## config.mk

```make
export PLATFORM = sky130hd
export DESIGN_NAME = seven_seg_scan_ctrl
export DESIGN_NICKNAME = d
export VERILOG_FILES = /design/src/rtl/seven_seg_pkg.sv /design/src/rtl/seven_seg_scan_ctrl_lut.sv /design/src/rtl/seven_seg_scan_ctrl.sv
export SDC_FILE = /design/constraint.sdc
export NUM_CORES = 1
export LEC_CHECK = 0
export CAP_MARGIN = 30
export CORE_MARGIN = 2
export CORE_UTILIZATION = 55
export DETAILED_ROUTE_END_ITERATION = 12
export GPL_TIMING_DRIVEN = 0
export PLACE_DENSITY_LB_ADDON = 0.15
export SYNTH_ARGS = -nofsm -noshare
export SYNTH_HDL_FRONTEND = slang
export SYNTH_SLANG_ARGS = --single-unit
```

## constraint.sdc

```tcl
create_clock -name clk -period 2.9 [get_ports clk]
set_input_delay 0.58 -clock clk [delete_from_list [all_inputs] [get_ports clk]]
set_output_delay 0.58 -clock clk [all_outputs]
set_load 0.1 [all_outputs]
```

## src/rtl/seven_seg_pkg.sv

```systemverilog
// Shared definitions for the seven-segment scan controller.
//   SEG_BLANK    : all segments off (active-low pins), dp off
//   GLYPH_TABLE  : 16 active-low hex glyphs {dp,g,f,e,d,c,b,a} with dp off
//   slot_state_e : per-digit slot phase (dead-time, then lit)
package seven_seg_pkg;

  localparam logic [7:0] SEG_BLANK = 8'hFF;

  localparam logic [7:0] GLYPH_TABLE [0:15] = '{
    8'hC0, 8'hF9, 8'hA4, 8'hB0, 8'h99, 8'h92, 8'h82, 8'hF8,
    8'h80, 8'h90, 8'h88, 8'h83, 8'hC6, 8'hA1, 8'h86, 8'h8E
  };

  typedef enum logic [0:0] {
    ST_BLANK = 1'b0,
    ST_SHOW  = 1'b1
  } slot_state_e;

endpackage

```

## src/rtl/seven_seg_scan_ctrl_lut.sv

```systemverilog
// Combinational hex-to-seven-segment decoder (active-low).
//   nibble : 4-bit hex value
//   seg    : active-low segments {g,f,e,d,c,b,a}
module seg_hex_lut
  import seven_seg_pkg::*;
(
  input  logic [3:0] nibble,
  output logic [6:0] seg
);

  logic [7:0] glyph;

  always_comb begin
    glyph = GLYPH_TABLE[nibble];
    seg   = glyph[6:0];
  end

endmodule

```

## src/rtl/seven_seg_scan_ctrl.sv

```systemverilog
// Time-multiplexed scan controller for a common-anode seven-segment display.
// A packed hex word is written through a valid/ready port into a shadow
// register and committed to the displayed value only when the scan wraps
// back to digit 0, so a frame never mixes old and new digits.
//
// Ports:
//   clk, reset   : clock (rising edge), asynchronous active-high reset
//   wr_valid     : write request
//   wr_ready     : shadow register empty
//   wr_data      : hex nibbles, nibble i -> digit i (digit 0 = LSD)
//   wr_dp        : decimal-point enables, captured with wr_data
//   digit_en     : live per-digit enable
//   lz_blank     : live leading-zero blanking enable
//   an_n         : active-low anode selects (at most one low), registered
//   seg_n        : active-low segments {dp,g,f,e,d,c,b,a}, registered
//   frame_done   : one-cycle pulse in the cycle after the scan wraps to digit 0
//   slot_state   : current slot phase, for observation
//
// Handshake: a write transfers on a rising clk edge where wr_valid and
// wr_ready are both 1. wr_ready is 1 exactly when the shadow register is
// empty; wr_data/wr_dp are ignored while wr_ready is 0. The shadow empties
// on the frame wrap, and wr_ready is seen high from the following cycle.
module seven_seg_scan_ctrl
  import seven_seg_pkg::*;
#(
  parameter int NUM_DIGITS   = 4,
  parameter int REFRESH_DIV  = 50000,
  parameter int BLANK_CYCLES = 16
) (
  input  logic                    clk,
  input  logic                    reset,
  input  logic                    wr_valid,
  output logic                    wr_ready,
  input  logic [4*NUM_DIGITS-1:0] wr_data,
  input  logic [NUM_DIGITS-1:0]   wr_dp,
  input  logic [NUM_DIGITS-1:0]   digit_en,
  input  logic                    lz_blank,
  output logic [NUM_DIGITS-1:0]   an_n,
  output logic [7:0]              seg_n,
  output logic                    frame_done,
  output slot_state_e             slot_state
);

  localparam int CW = (REFRESH_DIV > 1) ? $clog2(REFRESH_DIV) : 1;
  localparam int IW = (NUM_DIGITS > 1) ? $clog2(NUM_DIGITS) : 1;

  localparam logic [CW-1:0] COUNT_LAST = CW'(REFRESH_DIV - 1);
  localparam logic [CW-1:0] BLANK_LAST = (BLANK_CYCLES > 0) ? CW'(BLANK_CYCLES - 1) : '0;
  localparam logic [IW-1:0] IDX_LAST   = IW'(NUM_DIGITS - 1);

  // With no dead-time the slot is lit from its first cycle.
  localparam slot_state_e SLOT_START = (BLANK_CYCLES > 0) ? ST_BLANK : ST_SHOW;

  // ---------------------------------------------------------------------------
  // Prescaler and digit index
  // ---------------------------------------------------------------------------
  logic [CW-1:0] count;
  logic [IW-1:0] idx;
  logic          tick;
  logic          wrap;

  assign tick = (count == COUNT_LAST);
  // The tick on the last digit is the frame boundary.
  assign wrap = tick && (idx == IDX_LAST);

  always_ff @(posedge clk or posedge reset) begin
    if (reset) begin
      count <= '0;
      idx   <= '0;
    end else if (tick) begin
      count <= '0;
      idx   <= (idx == IDX_LAST) ? '0 : idx + 1'b1;
    end else begin
      count <= count + 1'b1;
    end
  end

  // ---------------------------------------------------------------------------
  // Slot state machine: BLANK for the first BLANK_CYCLES counts of each slot,
  // SHOW for the remainder. It always agrees with the prescaler count.
  // ---------------------------------------------------------------------------
  always_ff @(posedge clk or posedge reset) begin
    if (reset) begin
      slot_state <= SLOT_START;
    end else begin
      case (slot_state)
        ST_BLANK: if (count == BLANK_LAST) slot_state <= ST_SHOW;
        ST_SHOW:  if (tick)                slot_state <= SLOT_START;
        default:                           slot_state <= SLOT_START;
      endcase
    end
  end

  // ---------------------------------------------------------------------------
  // Write port, shadow register and frame commit
  // ---------------------------------------------------------------------------
  logic [4*NUM_DIGITS-1:0] shadow_val;
  logic [NUM_DIGITS-1:0]   shadow_dp;
  logic                    shadow_full;
  logic [4*NUM_DIGITS-1:0] active_val;
  logic [NUM_DIGITS-1:0]   active_dp;
  logic                    wr_fire;

  assign wr_ready = !shadow_full;
  assign wr_fire  = wr_valid && wr_ready;

  // A write and a commit never coincide: a commit needs a full shadow,
  // and a write needs an empty one.
  always_ff @(posedge clk or posedge reset) begin
    if (reset) begin
      shadow_val  <= '0;
      shadow_dp   <= '0;
      shadow_full <= 1'b0;
      active_val  <= '0;
      active_dp   <= '0;
    end else if (wrap && shadow_full) begin
      active_val  <= shadow_val;
      active_dp   <= shadow_dp;
      shadow_full <= 1'b0;
    end else if (wr_fire) begin
      shadow_val  <= wr_data;
      shadow_dp   <= wr_dp;
      shadow_full <= 1'b1;
    end
  end

  always_ff @(posedge clk or posedge reset) begin
    if (reset) frame_done <= 1'b0;
    else       frame_done <= wrap;
  end

  // ---------------------------------------------------------------------------
  // Digit selection and blanking
  // ---------------------------------------------------------------------------
  logic [3:0]            sel_nibble;
  logic                  sel_dp;
  logic                  sel_en;
  logic                  sel_lz;
  logic [NUM_DIGITS-1:0] lz_mask;
  logic                  zero_run;
  logic                  visible;
  logic [6:0]            glyph_seg;

  // lz_mask[k] is set when nibbles NUM_DIGITS-1..k of the active value are all
  // zero. Digit 0 is never marked so a value of zero still shows one "0".
  always_comb begin
    lz_mask  = '0;
    zero_run = 1'b1;
    for (int k = NUM_DIGITS - 1; k >= 1; k--) begin
      zero_run   = zero_run && (active_val[4*k +: 4] == 4'h0);
      lz_mask[k] = zero_run;
    end
  end

  always_comb begin
    sel_nibble = 4'h0;
    sel_dp     = 1'b0;
    sel_en     = 1'b0;
    sel_lz     = 1'b0;
    for (int k = 0; k < NUM_DIGITS; k++) begin
      if (idx == IW'(k)) begin
        sel_nibble = active_val[4*k +: 4];
        sel_dp     = active_dp[k];
        sel_en     = digit_en[k];
        sel_lz     = lz_mask[k];
      end
    end
  end

  assign visible = (slot_state == ST_SHOW) && sel_en && !(lz_blank && sel_lz);

  seg_hex_lut u_lut (
    .nibble (sel_nibble),
    .seg    (glyph_seg)
  );

  // ---------------------------------------------------------------------------
  // Registered pin drivers, one cycle behind the count/index they reflect.
  // A dark slot still occupies its full time.
  // ---------------------------------------------------------------------------
  logic [NUM_DIGITS-1:0] an_next;

  always_comb begin
    an_next = '1;
    for (int k = 0; k < NUM_DIGITS; k++) begin
      if (visible && (idx == IW'(k))) an_next[k] = 1'b0;
    end
  end

  always_ff @(posedge clk or posedge reset) begin
    if (reset) begin
      an_n  <= '1;
      seg_n <= SEG_BLANK;
    end else begin
      an_n  <= an_next;
      seg_n <= visible ? {~sel_dp, glyph_seg} : SEG_BLANK;
    end
  end

endmodule

```

# Word level (Yosys, flattened, before mapping)
# Memory sizes are Yosys's and may differ from the RTL's.
# Index checks and enable logic that the tools add are counted.
# word_totals
ff_bits,73
latchBits,0
mem_bits_rw,0
romBits,128
inputBits,28
out_inout_bits,15
wordCells,73
mem_count,1
# op_classes
n_addsub,2
mul,0
div_mod_pow,0
order_cmp,1
eq_ne,5
shifts,0
mux,29
bitwise,4
reduce_logical,20
# memory_table
memory,depth,width,read_ports,rd_clocked_by_memory_dff,write_ports,line,rtl
(no name shown),16,8,1,0,0,seven_seg_scan_ctrl_lut.sv:14,glyph = GLYPH_TABLE[nibble];
# op_table
operator,count
$mux 1,19
$add 16x1->16 const B,1
$eq 16x16->1 const B,1
$eq 16x4->1 const B,1
$mux 16,1
$mux 4,4
$mux 7,2
$logic_and 1x1->1,12
$logic_not 4->1,3
$mux 8,1
$ge 5x5->1 const B,1
$not 4->5,1
$eq 2x2->1 const B,2
$not 1->1,3
$add 2x1->2 const B,1
$eq 2x1->1 const B,1
$logic_not 1->1,2
$logic_not 2->1,1
$mux 2,1
$pmux 1 s2,1
$reduce_and 2->1,1
$reduce_bool 2->1,1

# Logic depth before layout (Yosys ltp)
# Gate-level depths: netlist of the first run.
# depth
word_depth,11
depth_mapped,11
mapped_depth_nobuf,10

# By module
# Synthesis of the first run repeated with hierarchy kept, for this count alone.
# unflattened
hier_cells,285
area_unflattened_um2,3380.7
# modules_own_cells
mod,n_inst,cells_per_inst,area_each_um2,seq_area_each_um2
seven_seg_scan_ctrl,1,249,3124.2,1841.8
seg_hex_lut,1,36,256.5,0.0

# Worst setup path after synthesis of the first run
# No wires, ideal clock.
# synth_path
path_type,reg-to-reg
startpoint,register idx[1]
endpoint,register seg_n[3]
setup_time_ns,0.097
t_arrival_ns,2.156
t_required_ns,2.803
setup_slack_ns,0.647
path_stages_with_launch,12
path_buffers,1
period_less_slack_ns,2.253
cell_sequence,dfrtp_1 inv_1 ha_1 buf_2 nor2b_1 a22oi_1 a21oi_1 inv_1 ha_1 nor2_1 a211oi_1 o21ai_0
# synth_between
elab_chain_len,10
word_cells_on_any_way,24
classes_between,3 x eq/ne; 14 x mux; 1 x bitwise; 5 x reduce/logical; 1 x memory
# synth_rtl
element,line,rtl
from (decl),seven_seg_scan_ctrl.sv:58,logic [IW-1:0] idx;
from (signal assigned),seven_seg_scan_ctrl.sv:72,idx <= (idx == IDX_LAST) ? '0 : idx + 1'b1;
$logic_not 2->1,seven_seg_scan_ctrl.sv:161,if (idx == IW'(k)) begin
$mux 4 (4 in series),seven_seg_scan_ctrl.sv:161,
$not 4->5 (implied by the code),seven_seg_scan_ctrl_lut.sv:14,
$mem_v2 16x8,-,
$mux 7 (implied by the code) (2 in series),seven_seg_scan_ctrl_lut.sv:14,
$mux 8 *,seven_seg_scan_ctrl.sv:196,"seg_n <= visible ? {~sel_dp, glyph_seg} : SEG_BLANK;"
to (signal assigned),seven_seg_scan_ctrl.sv:196,
to (decl),seven_seg_scan_ctrl.sv:39,"output logic [7:0] seg_n,"
# Every way passes the cells marked *; elsewhere a longest branch is shown, timed or not. The select of a mux whose other input is x is not followed.
# A chain may end at the register's enable or synchronous reset.

# Worst setup path in the final report of the first run
# layout_path
startpoint,register idx[0]
endpoint,register seg_n[3]
# Same word-level chain as after synthesis.

==> impl_metrics.yaml, run 1 <==
sta:
  finalSetupTns_ps: 0
  setup_violations: 0
  rsz0062_at_grt: "no"
  slew_violations: 0
  clock_skew_ps: 7.83
  fmax_mhz: 378
  worstMarginPinSlew_ps: 975
  fin_hold_ws_ps: 506
  slew_headroom_pct: 34.8
  timing.final.crit_period_ps: 2640
  finalCritPeriodShare_pct: 91.2
  hold_viol: 0
logic_synthesis:
  post_synth_main_area_contributors: "dfrtp_1 (45%), dfstp_2 (9.3%), mux2_4 (8.5%)"
  ys_ff_latch: 73
  yosysSeqAreaShare_pct: 54.6
  netlist_instances: 272
  synth_area_um2: 3370
  async_flop_share_pct: 100
  yosysTopAreaCellShare_pct: 45.3
  syn_area_per_cell_um2: 12.4
  synth_cell_type_count: 41
  synth-edff-count: 0
  synthTopCellsByCount: "dfrtp_1 (61), mux2_2 (21), mux2_4 (19), nand2_1 (19), nor2_1 (16)"
  yosysTopAreaCell: "dfrtp_1"
  ys.flop_type: "dfrtp_1"
  ys_warn_count: 0
  syn-num-nets: 312
  yosysMostFrequentCell: "dfrtp_1"
routing:
  via_per_inst: 5.49
  drt_iter0_markers: 123
  drtAntennaViolNets: 0
  drc_errors: 0
  post_drt_wl_per_cell_um: 15.5
  via_count: 2225
  routed_wl_um: 6280
  dr.pass1.iters: 4
global_route:
  grt-ovfl-total: 0
  antenna_found_initial: 0
  grt_pass1_wl_um: 10500
  grt_pass1_vias: 2186
  grt_max_degree: 74
  track_usage_pct: 21.1
worst_setup_path:
  startpoint_type: "flop"
  crit_path_cell_trace: "inv_1 > ha_1 > nor2b_1 > a22oi_1 > a21oi_1 > inv_1 > ha_1 > nor2_1 > a211oi_1 > o21ai_0"
  crit_arrival_ps: 2890
  worstSetupPathType: "flop to flop"
  cp.required_ps: 3150
  crit_slowest_cell: "a21oi_1"
  critPathMaxFanout: 6
  critPathCaptureType: "flop"
  path_delay_family: "compound AO/OA/AOI/OAI gates"
  critical_path_buf_inv_count: 2
  cpPeakStageDelay_ps: 440
place:
  place_hpwl_um: 4500
  dpl_cell_area_um2: 3890
  portBuffers: 42
  gp_congestion: 0.847
clock_tree:
  htreeDepth: 3
  cts_tree: "built"
  clkTransAtPathRegs_ps: 80
  cts.sinks: 73
  cts_root_buf: "clkbuf_8"
  worstSkewPairLatency_ps: 340
  clockBufferDepth: 2
  postCtsSetupBuffers: 0
  hold_buffers: 0
  numCtsBuffers: 9
power_and_ir_drop:
  intPower_mw: 1.53
  p_leak_nw: 1.84
  seqPwrFrac_pct: 53.9
  power_frac_clock_pct: 38.8
  power.net_switching_uw: 477
  switching_share_pct: 23.7
  ir_worst_vdd_mv: 0.405
  power.density_nw_per_um2: 491
  p_comb_share_pct: 7.3
final_layout:
  seqCellArea_um2: 1840
  fin_nets: 365
  syn_to_final_growth_pct: 21.2
  num_antenna_cells: 0
  multi_input_area_um2: 1430
  drive_above_1_share_pct: 23.0
  nFillCells: 455
  fin_area_um2: 4090
floorplan:
  num_rows: 28
  core_um2: 5920
  die_h_um: 82.3
  die_area_um2: 6780
  start_util_pct: 57.0
  die_w_um: 82.3
  ioPinCount: 43
run:
  maxCapViolCount: 0
run_status:
  status: "complete, no violations"
worst_hold_path:
  hold_path.class: "flop to flop"
## state kept, by name, summed over array words and instances (netlist names)
register and count:
active_dp 4, active_val 16, an_n 4, count 16
frame_done 1, idx 2, seg_n 8, shadow_dp 4
shadow_full 1, shadow_val 16, slot_state 1
## per-layer routing
metal | routed length (um) | global-route usage [%] | vias to the layer above
met5 | 0 | 0 | -
met4 | 90 | 8.67 | 0
met3 | 223 | 4.89 | 6
met2 | 3150 | 34.1 | 40
met1 | 2820 | 27.3 | 1102
li1 | - | - | 1077
## cell type report
class                   instances  area share (%)
flip-flops and latches         73            45.0
clock inverters                 6            1.65
multi-input cells             177            35.1
clock buffers                  10            3.12
plain buffers                  10            1.38
inverters                      12            1.16
well taps                      75            2.29
repair buffers                 42            10.3
## layout by cell type (no fill, tap or decap), types with 2 or more instances in the layout
cell type and count:
buf_2 3, nor3b_1 2, nor4_1 5, a22oi_1 2, a211oi_1 4, a21oi_1 7, o21ai_0 6, mux2_4 19
ha_1 12, nand4_1 4, buf_6 2, mux2_2 21, and3_1 3, nand2_1 19, nor3_1 2, clkdlybuf4s50_1 42
nand3_1 7, mux2i_1 2, dfrtp_1 61, clkbuf_1 5, nand2b_1 3, clkbuf_8 9, nor2b_1 7, o221ai_1 6
clkinvlp_4 2, xnor2_1 5, nor2_1 16, dfstp_2 12, nand3b_1 2, o22ai_1 3, xor2_1 8, inv_1 11
## kinds of logic after synthesis
family,count (synthesis),synth area share (%)
AO/OA/AOI/OAI,36,7.27
multiplexers,42,16.1
buffers and inverters,22,3.00
XOR/XNOR,13,3.38
AND/OR/NAND/NOR,74,11.2
flip-flops,73,54.6
adder cells (fa/ha/maj),12,4.45
## worst paths after layout
check,from,end,slack [ps],cells past startpoint
max,idx[0]$_DFFE_PP0N_,seg_n[3]$_DFF_PP1_,260,10
min,shadow_val[9]$_DFFE_PP0P_,active_val[9]$_DFFE_PP0P_,510,1
max reg2reg,idx[0]$_DFFE_PP0N_,seg_n[3]$_DFF_PP1_,260,10
min reg2reg,shadow_val[9]$_DFFE_PP0P_,active_val[9]$_DFFE_PP0P_,510,1
max in group asynchronous,reset,shadow_val[15]$_DFFE_PP0P_,1590,2
min in group asynchronous,reset,shadow_val[6]$_DFFE_PP0P_,770,2
## stage by stage
stage          utilization (%)  cells  worst slack (ps)  total power, mW
3_5_place_dp              65.7    389               313             1.25
5_1_grt                   69.1    405              39.7             2.09
2_1_floorplan                -    272               487             1.19
3_3_place_gp              65.7    389              -630             1.25
4_1_cts                   69.0    405               276             2.03
6_report                  69.1    405               256             2.01
## power by group through the flow
stage / combinational [mW] / clock, mW / sequential [mW]
global placement: 0.146 / 0 / 1.10
detailed placement: 0.149 / 0 / 1.10
floorplan: 0.0536 / 0 / 1.13
finish: 0.146 / 0.780 / 1.08
global route: 0.158 / 0.842 / 1.09
CTS: 0.150 / 0.791 / 1.08
## timing repair
item,4_1_cts,5_1_grt
gates resized for setup,0,1
endpoints found under the setup margin,0,1
hold endpoints to repair,0,0
No activity file was read; power rests on OpenSTA's default activity.
==> inputs of run 2 (changes only) <==
- ABC_AREA: not set -> 0
==> results of run 2 <==
Same layout as run 1: the final DEF is identical, and so are final timing and power.
